File: config.mk
export PLATFORM = sky130hd
export DESIGN_NAME = regfile_wb_arbiter
export DESIGN_NICKNAME = d
export VERILOG_FILES = /design/src/rtl/regfile_wb_arbiter.sv
export SDC_FILE = /design/constraint.sdc
export NUM_CORES = 1
export LEC_CHECK = 0
export CORE_UTILIZATION = 28
export CTS_CLUSTER_DIAMETER = 200
export DETAILED_ROUTE_END_ITERATION = 16
export PLACE_DENSITY_LB_ADDON = 0.05
export SLEW_MARGIN = 20
export SYNTH_ARGS = -nofsm -noshare
export SYNTH_HDL_FRONTEND = slang
export SYNTH_SLANG_ARGS = --single-unit
File: constraint.sdc
create_clock -name clk -period 3.8 [get_ports clk]
set_clock_uncertainty 0.2 [all_clocks]
set_input_delay 0.57 -clock clk [delete_from_list [all_inputs] [get_ports clk]]
set_output_delay 0.57 -clock clk [all_outputs]
set_load 0.02 [all_outputs]
File: src/rtl/regfile_wb_arbiter.sv
// Round-robin arbiter sharing the register-file write port between ALU and load writeback FIFOs.
// Optional hazard-lookup ports enabled by defining REGFILE_WB_HAZARD_EN.
module regfile_wb_arbiter #(
  parameter int unsigned DATA_W = 32,
  parameter int unsigned ADDR_W = 5,
  parameter int unsigned DEPTH  = 2
) (
  input  logic              clk,
  input  logic              reset,
  input  logic              req0_valid,
  output logic              req0_ready,
  input  logic [ADDR_W-1:0] req0_dest,
  input  logic [DATA_W-1:0] req0_data,
  input  logic              req1_valid,
  output logic              req1_ready,
  input  logic [ADDR_W-1:0] req1_dest,
  input  logic [DATA_W-1:0] req1_data,
  output logic              reg_write_en,
  output logic [ADDR_W-1:0] reg_write_dest,
  output logic [DATA_W-1:0] reg_write_data,
  output logic              busy
`ifdef REGFILE_WB_HAZARD_EN
  ,
  input  logic [ADDR_W-1:0] hz_addr_1,
  input  logic [ADDR_W-1:0] hz_addr_2,
  output logic              hz_1,
  output logic              hz_2
`endif
);

  localparam int unsigned PTR_W = (DEPTH > 1) ? $clog2(DEPTH) : 1;
  localparam int unsigned CNT_W = PTR_W + 1;

  typedef enum logic {GNT_ALU = 1'b0, GNT_LOAD = 1'b1} grant_t;

  logic [ADDR_W-1:0] dest_mem [2][DEPTH];
  logic [DATA_W-1:0] data_mem [2][DEPTH];
  logic [PTR_W-1:0]  rd_ptr   [2];
  logic [PTR_W-1:0]  wr_ptr   [2];
  logic [CNT_W-1:0]  count    [2];

  logic              in_valid [2];
  logic [ADDR_W-1:0] in_dest  [2];
  logic [DATA_W-1:0] in_data  [2];
  logic              ready    [2];
  logic              push     [2];
  logic              pop      [2];

  grant_t            last_grant;
  grant_t            grant;
  logic              grant_valid;
  logic [ADDR_W-1:0] head_dest;
  logic [DATA_W-1:0] head_data;

  always_comb begin
    in_valid[0] = req0_valid;
    in_dest[0]  = req0_dest;
    in_data[0]  = req0_data;
    in_valid[1] = req1_valid;
    in_dest[1]  = req1_dest;
    in_data[1]  = req1_data;
    for (int unsigned k = 0; k < 2; k++) begin
      ready[k] = (count[k] != CNT_W'(DEPTH));
      // dest 0 completes the handshake but is dropped instead of queued
      push[k]  = in_valid[k] && ready[k] && (in_dest[k] != '0);
    end
    grant_valid = (count[0] != '0) || (count[1] != '0);
    if ((count[0] != '0) && (count[1] != '0))
      grant = (last_grant == GNT_ALU) ? GNT_LOAD : GNT_ALU;
    else
      grant = (count[1] != '0) ? GNT_LOAD : GNT_ALU;
    pop[0] = grant_valid && (grant == GNT_ALU);
    pop[1] = grant_valid && (grant == GNT_LOAD);
    if (grant == GNT_LOAD) begin
      head_dest = dest_mem[1][rd_ptr[1]];
      head_data = data_mem[1][rd_ptr[1]];
    end else begin
      head_dest = dest_mem[0][rd_ptr[0]];
      head_data = data_mem[0][rd_ptr[0]];
    end
  end

  assign req0_ready = ready[0];
  assign req1_ready = ready[1];
  assign busy       = (count[0] != '0) || (count[1] != '0) || reg_write_en;

  always_ff @(posedge clk or negedge reset) begin
    if (!reset) begin
      for (int unsigned k = 0; k < 2; k++) begin
        rd_ptr[k] <= '0;
        wr_ptr[k] <= '0;
        count[k]  <= '0;
      end
      last_grant     <= GNT_LOAD;
      reg_write_en   <= 1'b0;
      reg_write_dest <= '0;
      reg_write_data <= '0;
    end else begin
      for (int unsigned k = 0; k < 2; k++) begin
        if (push[k]) wr_ptr[k] <= wr_ptr[k] + PTR_W'(1);
        if (pop[k])  rd_ptr[k] <= rd_ptr[k] + PTR_W'(1);
        if (push[k] && !pop[k])      count[k] <= count[k] + CNT_W'(1);
        else if (!push[k] && pop[k]) count[k] <= count[k] - CNT_W'(1);
      end
      reg_write_en <= grant_valid;
      if (grant_valid) begin
        reg_write_dest <= head_dest;
        reg_write_data <= head_data;
        last_grant     <= grant;
      end
    end
  end

  // Storage needs no reset: only slots counted by count[] are ever read.
  always_ff @(posedge clk) begin
    for (int unsigned k = 0; k < 2; k++) begin
      if (push[k]) begin
        dest_mem[k][wr_ptr[k]] <= in_dest[k];
        data_mem[k][wr_ptr[k]] <= in_data[k];
      end
    end
  end

`ifdef REGFILE_WB_HAZARD_EN
  always_comb begin
    hz_1 = reg_write_en && (reg_write_dest == hz_addr_1);
    hz_2 = reg_write_en && (reg_write_dest == hz_addr_2);
    for (int unsigned k = 0; k < 2; k++) begin
      for (int unsigned i = 0; i < DEPTH; i++) begin
        if (CNT_W'(i) < count[k]) begin
          if (dest_mem[k][rd_ptr[k] + PTR_W'(i)] == hz_addr_1) hz_1 = 1'b1;
          if (dest_mem[k][rd_ptr[k] + PTR_W'(i)] == hz_addr_2) hz_2 = 1'b1;
        end
      end
    end
    if (hz_addr_1 == '0) hz_1 = 1'b0;
    if (hz_addr_2 == '0) hz_2 = 1'b0;
  end
`endif

endmodule

# --- After elaboration in Yosys (flattened, before gate mapping) ---
# Memories as Yosys holds them, arrays and structs flattened.
# Index checks and enable logic that the tools add are counted.
word_totals:
  ff_bits: 47
  latch_bits: 0
  ram_bits: 148
  romBits: 0
  in_bits: 78
  out_inout_bits: 41
  n_memories: 2
op_classes:
  addsub: 8
  n_mul: 0
  div_mod_pow: 0
  magnitude_cmp: 6
  n_eq_ne: 2
  shift: 0
  n_mux: 35
  bitwise: 5
  reduce_logical: 25
memory_table:
  columns: ["memory", "depth", "width", "rd", "rd_clocked_by_memory_dff", "wr", "line", "rtl"]
  rows:
  - ["data_mem", 2, 64, 2, 0, 2, "37", "logic [DATA_W-1:0] data_mem [2][DEPTH];"]
  - ["dest_mem", 2, 10, 2, 0, 2, "36", "logic [ADDR_W-1:0] dest_mem [2][DEPTH];"]
op_table:
  columns: ["cell", "count"]
  rows:
  - ["2-to-1 mux 32 bit", 9]
  - ["2-to-1 mux 64 bit", 2]
  - ["demux 32 bit (select 1 bit)", 2]
  - ["2-to-1 mux 5 bit", 9]
  - ["2-to-1 mux 10 bit", 2]
  - ["logical AND 1 bit", 13]
  - ["demux 5 bit (select 1 bit)", 2]
  - ["nonzero test 5 bit", 2]
  - ["greater-or-equal comparator 2 bit, second input constant", 4]
  - ["2-to-1 mux 2 bit", 4]
  - ["NOT 1 -> 2 bit", 4]
  - ["nonzero test 2 bit", 4]
  - ["2-to-1 mux 1 bit", 5]
  - ["adder 1 bit, second input constant", 4]
  - ["adder 2 x 1 -> 2 bit, second input constant", 2]
  - ["logical NOT 1 bit", 4]
  - ["less-than comparator 2 x 1 -> 1 bit, second input constant", 2]
  - ["inequality test 2 bit, second input constant", 2]
  - ["subtractor 2 x 1 -> 2 bit, second input constant", 2]
  - ["logical OR 1 bit", 2]
  - ["NOT 1 bit", 1]

# --- Depth between registers and ports, before layout ---
depth:
  ltp_word: 8
  ltp_mapped: 9
  mapped_depth_nobuf: 7

# --- Worst setup path before layout ---
# No wires, ideal clock.
synth_path:
  path_type: "reg2reg"
  start: "register count[2] (netlist name)"
  end: "memory data_mem[0][0] (netlist name), enable pin"
  arrival_time_ns: 2.449
  path_slack_ns: 0.720
  stages_incl_launch_ff: 4
  path_buffers: 0
  synth_period_minus_slack_ns: 3.080
  path_cell_list: "dfrtp_1 nand2b_1 o211ai_1 nor2_1"
synth_rtl:
  columns: ["item", "line", "rtl"]
  rows:
  - ["start: declaration", "40", "logic [CNT_W-1:0] count [2];"]
  - ["start signal: indexed assignment", "102", "if (push[k] && !pop[k]) count[k] <= count[k] + CNT_W'(1);"]
  - ["start signal: indexed assignment", "103", "else if (!push[k] && pop[k]) count[k] <= count[k] - CNT_W'(1);"]
  - ["end: declaration", "37", null]

# --- Worst setup path in the final report ---
layout_path:
  start: "register count[0] (netlist name)"
  end: "output busy"
layout_between:
  elab_chain_cells: 3
layout_rtl:
  columns: ["item", "line", "rtl"]
  rows:
  - ["nonzero test 2 bit", "85", "assign busy = (count[0] != '0) || (count[1] != '0) || reg_write_en;"]
  - ["logical OR 1 bit (2 in series)", "85", null]
  - ["end: declaration", "21", "output logic busy"]
# Every way passes these cells.

==> metrics.md <==
| Metric | Value |
|---|---|
| Status | complete, but fails checks |
| Failing checks | DRC |
| Synth Area in XOR/XNOR | 1.17% |
| Via-per-instance ratio | 4.56 |
| FMAX | 319 MHz |
| Minimum clock period | 3.14 ns |
| Crit path largest cell delay | 0.74 ns |
| Largest cells by area after synthesis | edfxtp_1, dfrtp_1, mux2i_1 |
| Mean Syn Cell Area | 16.8 um2 |
| Worst skew pair latency | 0.43 ns |
| Vias | 4161 |
| I/O pin cnt | 119 |
| Die area | 27500 um2 |
| Final setup violating endpoints | 0 |
| Synth Area in Compound Gates | 6.05% |
| Hold Path Cell Cnt | 1 |
| Setup repair bufs after CTS | 0 |
| TritonCTS Sinks | 195 |
| Top cell type's share of synthesized area | 59.2% |
| CTS root buf | clkbuf_16 |
| Register-to-Register Path Depth | 7 |
| Power per cell area | 836 nW/um2 |
| Final cell count without fillers | 913 |
| Crit path required time | 3.03 ns |
| Bufs on Longest Clock Path | 2 |
| Distinct cells, synth | 26 |
| Leading cell type in the layout, fill and taps excluded | edfxtp_1 |
| Initial core utilization | 28.6% |
| Leading area contributor after synthesis | edfxtp_1 |
| Remaining DRCs | 7 |
| WS Path Type | flop to output port |
| Worst hold-check path type | flop to flop |
| VDD IR max | 0.294 mV |
| Routed wire length | 17700 um |
| Routability cong. | 0.702 |
| Fill count | 2466 |
| Max-slew headroom | 44.2% |
| Kind of end point of the critical path | output port |
| Total gr overflow | 0 |
| Most frequent cells in the layout | edfxtp_1, clkdlybuf4s50_1, mux2i_1, dfrtp_1 |
| Ys Warns | 0 |
| Initial antenna violation count | 0 |
| CTS tree | built |
| Critical path's slowest cell | or4_2 |
| Setup TNS | 0 ns |
| Die X-Extent | 166 um |
| Clk pin slew, worst setup/hold paths | 0.07 ns |
| Worst reg2reg endpoint | count[3]$_DFFE_PN0P_ |
| Yosys reg bits | 195 |
| Vias in the first global route | 4458 |
| Mapped Area | 7510 um2 |
| Hold path endpoint | count[1]$_DFFE_PN0P_ |
| Slew @ Worst Pin | 0.838 ns |
| Final Util | 36.9% |
| Cell count after synthesis | 446 |
| RR Startpoint | count[0]$_DFFE_PN0P_ |
| Chip height | 166 um |
| Hold Fails Final Rpt | 0 |
| Wirelength per Cell | 19.4 um |
| Nets | 645 |
| Core ar. | 26200 um2 |
| Remaining antenna violation count | 0 |
| Largest net degree at the start of global routing | 77 |
| Post-synthesis mux area share | 9.87% |
| First-pass GRT wire length | 27200 um |
| CP Launch Type | flop |
| Leak Pwr | 3.57 nW |
| Area grow syn2layout | 28.9% |
| Synth Area in Simple Gates | 5.33% |
| Sequential cell area fraction in the yosys report | 74.9% |
| Max_cap viols | 0 |
| Slew Limit Fails | 0 |
| Adder-cell area share of the yosys netlist | 0.333% |
| FP Rows | 59 |
| CP Max Fanout | 5 |
| Critical Path AT | 2.37 ns |
| Syn nets | 526 |
| Fin crit share | 82.6% |
| Iteration-0 DRC Markers | 234 |
| RSZ-0062 raised after global routing | false |
| Placed Instances | 880 |
| Post-DP HPWL | 11300 um |
| Worst Min Path Start | count[1]$_DFFE_PN0P_ |
| IO buf count | 118 |
| Cts bufs inserted | 17 |
| Main combinational cell family by area after synthesis | multiplexers |
| # H-tree levels | 4 |
| Router iterations before antenna repair | 13 |
| Crit-path cells | or4_2 -> or2_1 -> clkdlybuf4s50_1 |
| Share of layout cells above drive strength 1 | 11.1% |
| Total GRT Usage | 13.5% |
| Antenna fix cells | 0 |
| R2R Setup Slk | 1.04 ns |
-- state kept, by name, indices dropped and copies added (netlist names), 2 cells and up --
| name | flops |
|---|---|
| reg_write_dest | 5 |
| data_mem | 128 |
| count | 4 |
| rd_ptr | 2 |
| wr_ptr | 2 |
| reg_write_data | 32 |
| dest_mem | 20 |
-- routing by layer --
layer  up-vias  routed length [um]  global-route usage (%)
met5         -                   0                       0
met4         0                 142                    3.41
met3         9                 598                    3.31
met2        85                8880                    22.8
met1      2119                8090                    17.3
li1       1948                   -                       -
-- synth_stat cells --
master	number
xnor2_1	6
nand3_1	37
ha_1	2
o21ai_0	1
or4_1	3
o221a_2	9
dfrtp_1	46
inv_1	5
clkbuf_1	12
o21a_1	1
dfstp_2	1
buf_1	1
nand2b_1	2
edfxtp_1	148
nor2_1	6
nand2_1	37
buf_6	4
and2_1	1
o221a_1	28
xor2_1	4
or2_1	1
a21bo_2	1
or2_2	1
mux2i_1	74
o211ai_1	2
buf_2	13
-- layout make-up --
cell class              count  area (um2)  share of cell area (%)
clock buffers              18         429                    4.43
clock inverters            14         144                    1.49
inverters                   5        18.8                   0.194
multi-input cells         216        1750                    18.1
flip-flops and latches    195        5620                    58.1
well taps                 335         419                    4.33
repair buffers            130        1290                    13.4
-- cell families (layout without fill, tap and decap cells) --
family          Yosys count  count (layout)
buf+inv                  35             167
fa+ha+maj                 2               2
simple gates             88              88
flops                   195             195
compound gates           42              42
mux                      74              74
xor+xnor                 10              10
-- critical path: cells and delay by family, from the launching register on --
kind | cells | cell delay, ns
buf+inv | 1 | 0.53
flops | 1 | 0.43
simple gates | 2 | 0.98
-- per-stage QoR --
| stage | total power, W | area [um2] | hold slack [ns] | setup slack (ns) |
|---|---|---|---|---|
| 6_report | 0.00810 | 9680 | 0.315 | 0.661 |
| 5_1_grt | 0.00856 | 9680 | 0.328 | 0.575 |
| 4_1_cts | 0.00824 | 9680 | 0.314 | 0.608 |
| 3_5_place_dp | 0.00646 | 9100 | 0.304 | 0.594 |
| 3_3_place_gp | 0.00639 | 9060 | 0.294 | 0.645 |
| 2_1_floorplan | 0.00523 | 7510 | 0.0744 | 0.720 |
-- report_power, final --
part	switching, W	leakage, nW	total, W	internal (W)
logic	0.00162	1.39	0.00296	0.00135
clock network	0.000833	0.274	0.00176	0.000927
registers	0.000374	1.90	0.00337	0.00300
-- timing repair --
item / in CTS / in global routing
resized for setup: 0 / 0
hold endpoints to repair: 21 / 0
hold buffers: 1 / 0
-- worst max path at each step --
stage | to | start | depth (start not counted) | slack (ns)
floorplan | data_mem[0][0]$_DFFE_PP_ | count[2]$_DFFE_PN0P_ | 3 | 0.72
global placement | data_mem[0][73]$_DFFE_PP_ | req1_dest[0] | 4 | 0.64
detailed placement | count[3]$_DFFE_PN0P_ | req0_dest[0] | 8 | 0.59
CTS | busy | count[0]$_DFFE_PN0P_ | 3 | 0.61
global route | busy | count[0]$_DFFE_PN0P_ | 3 | 0.58
finish | busy | count[0]$_DFFE_PN0P_ | 3 | 0.66
No activity file was read; power rests on OpenSTA's default activity.
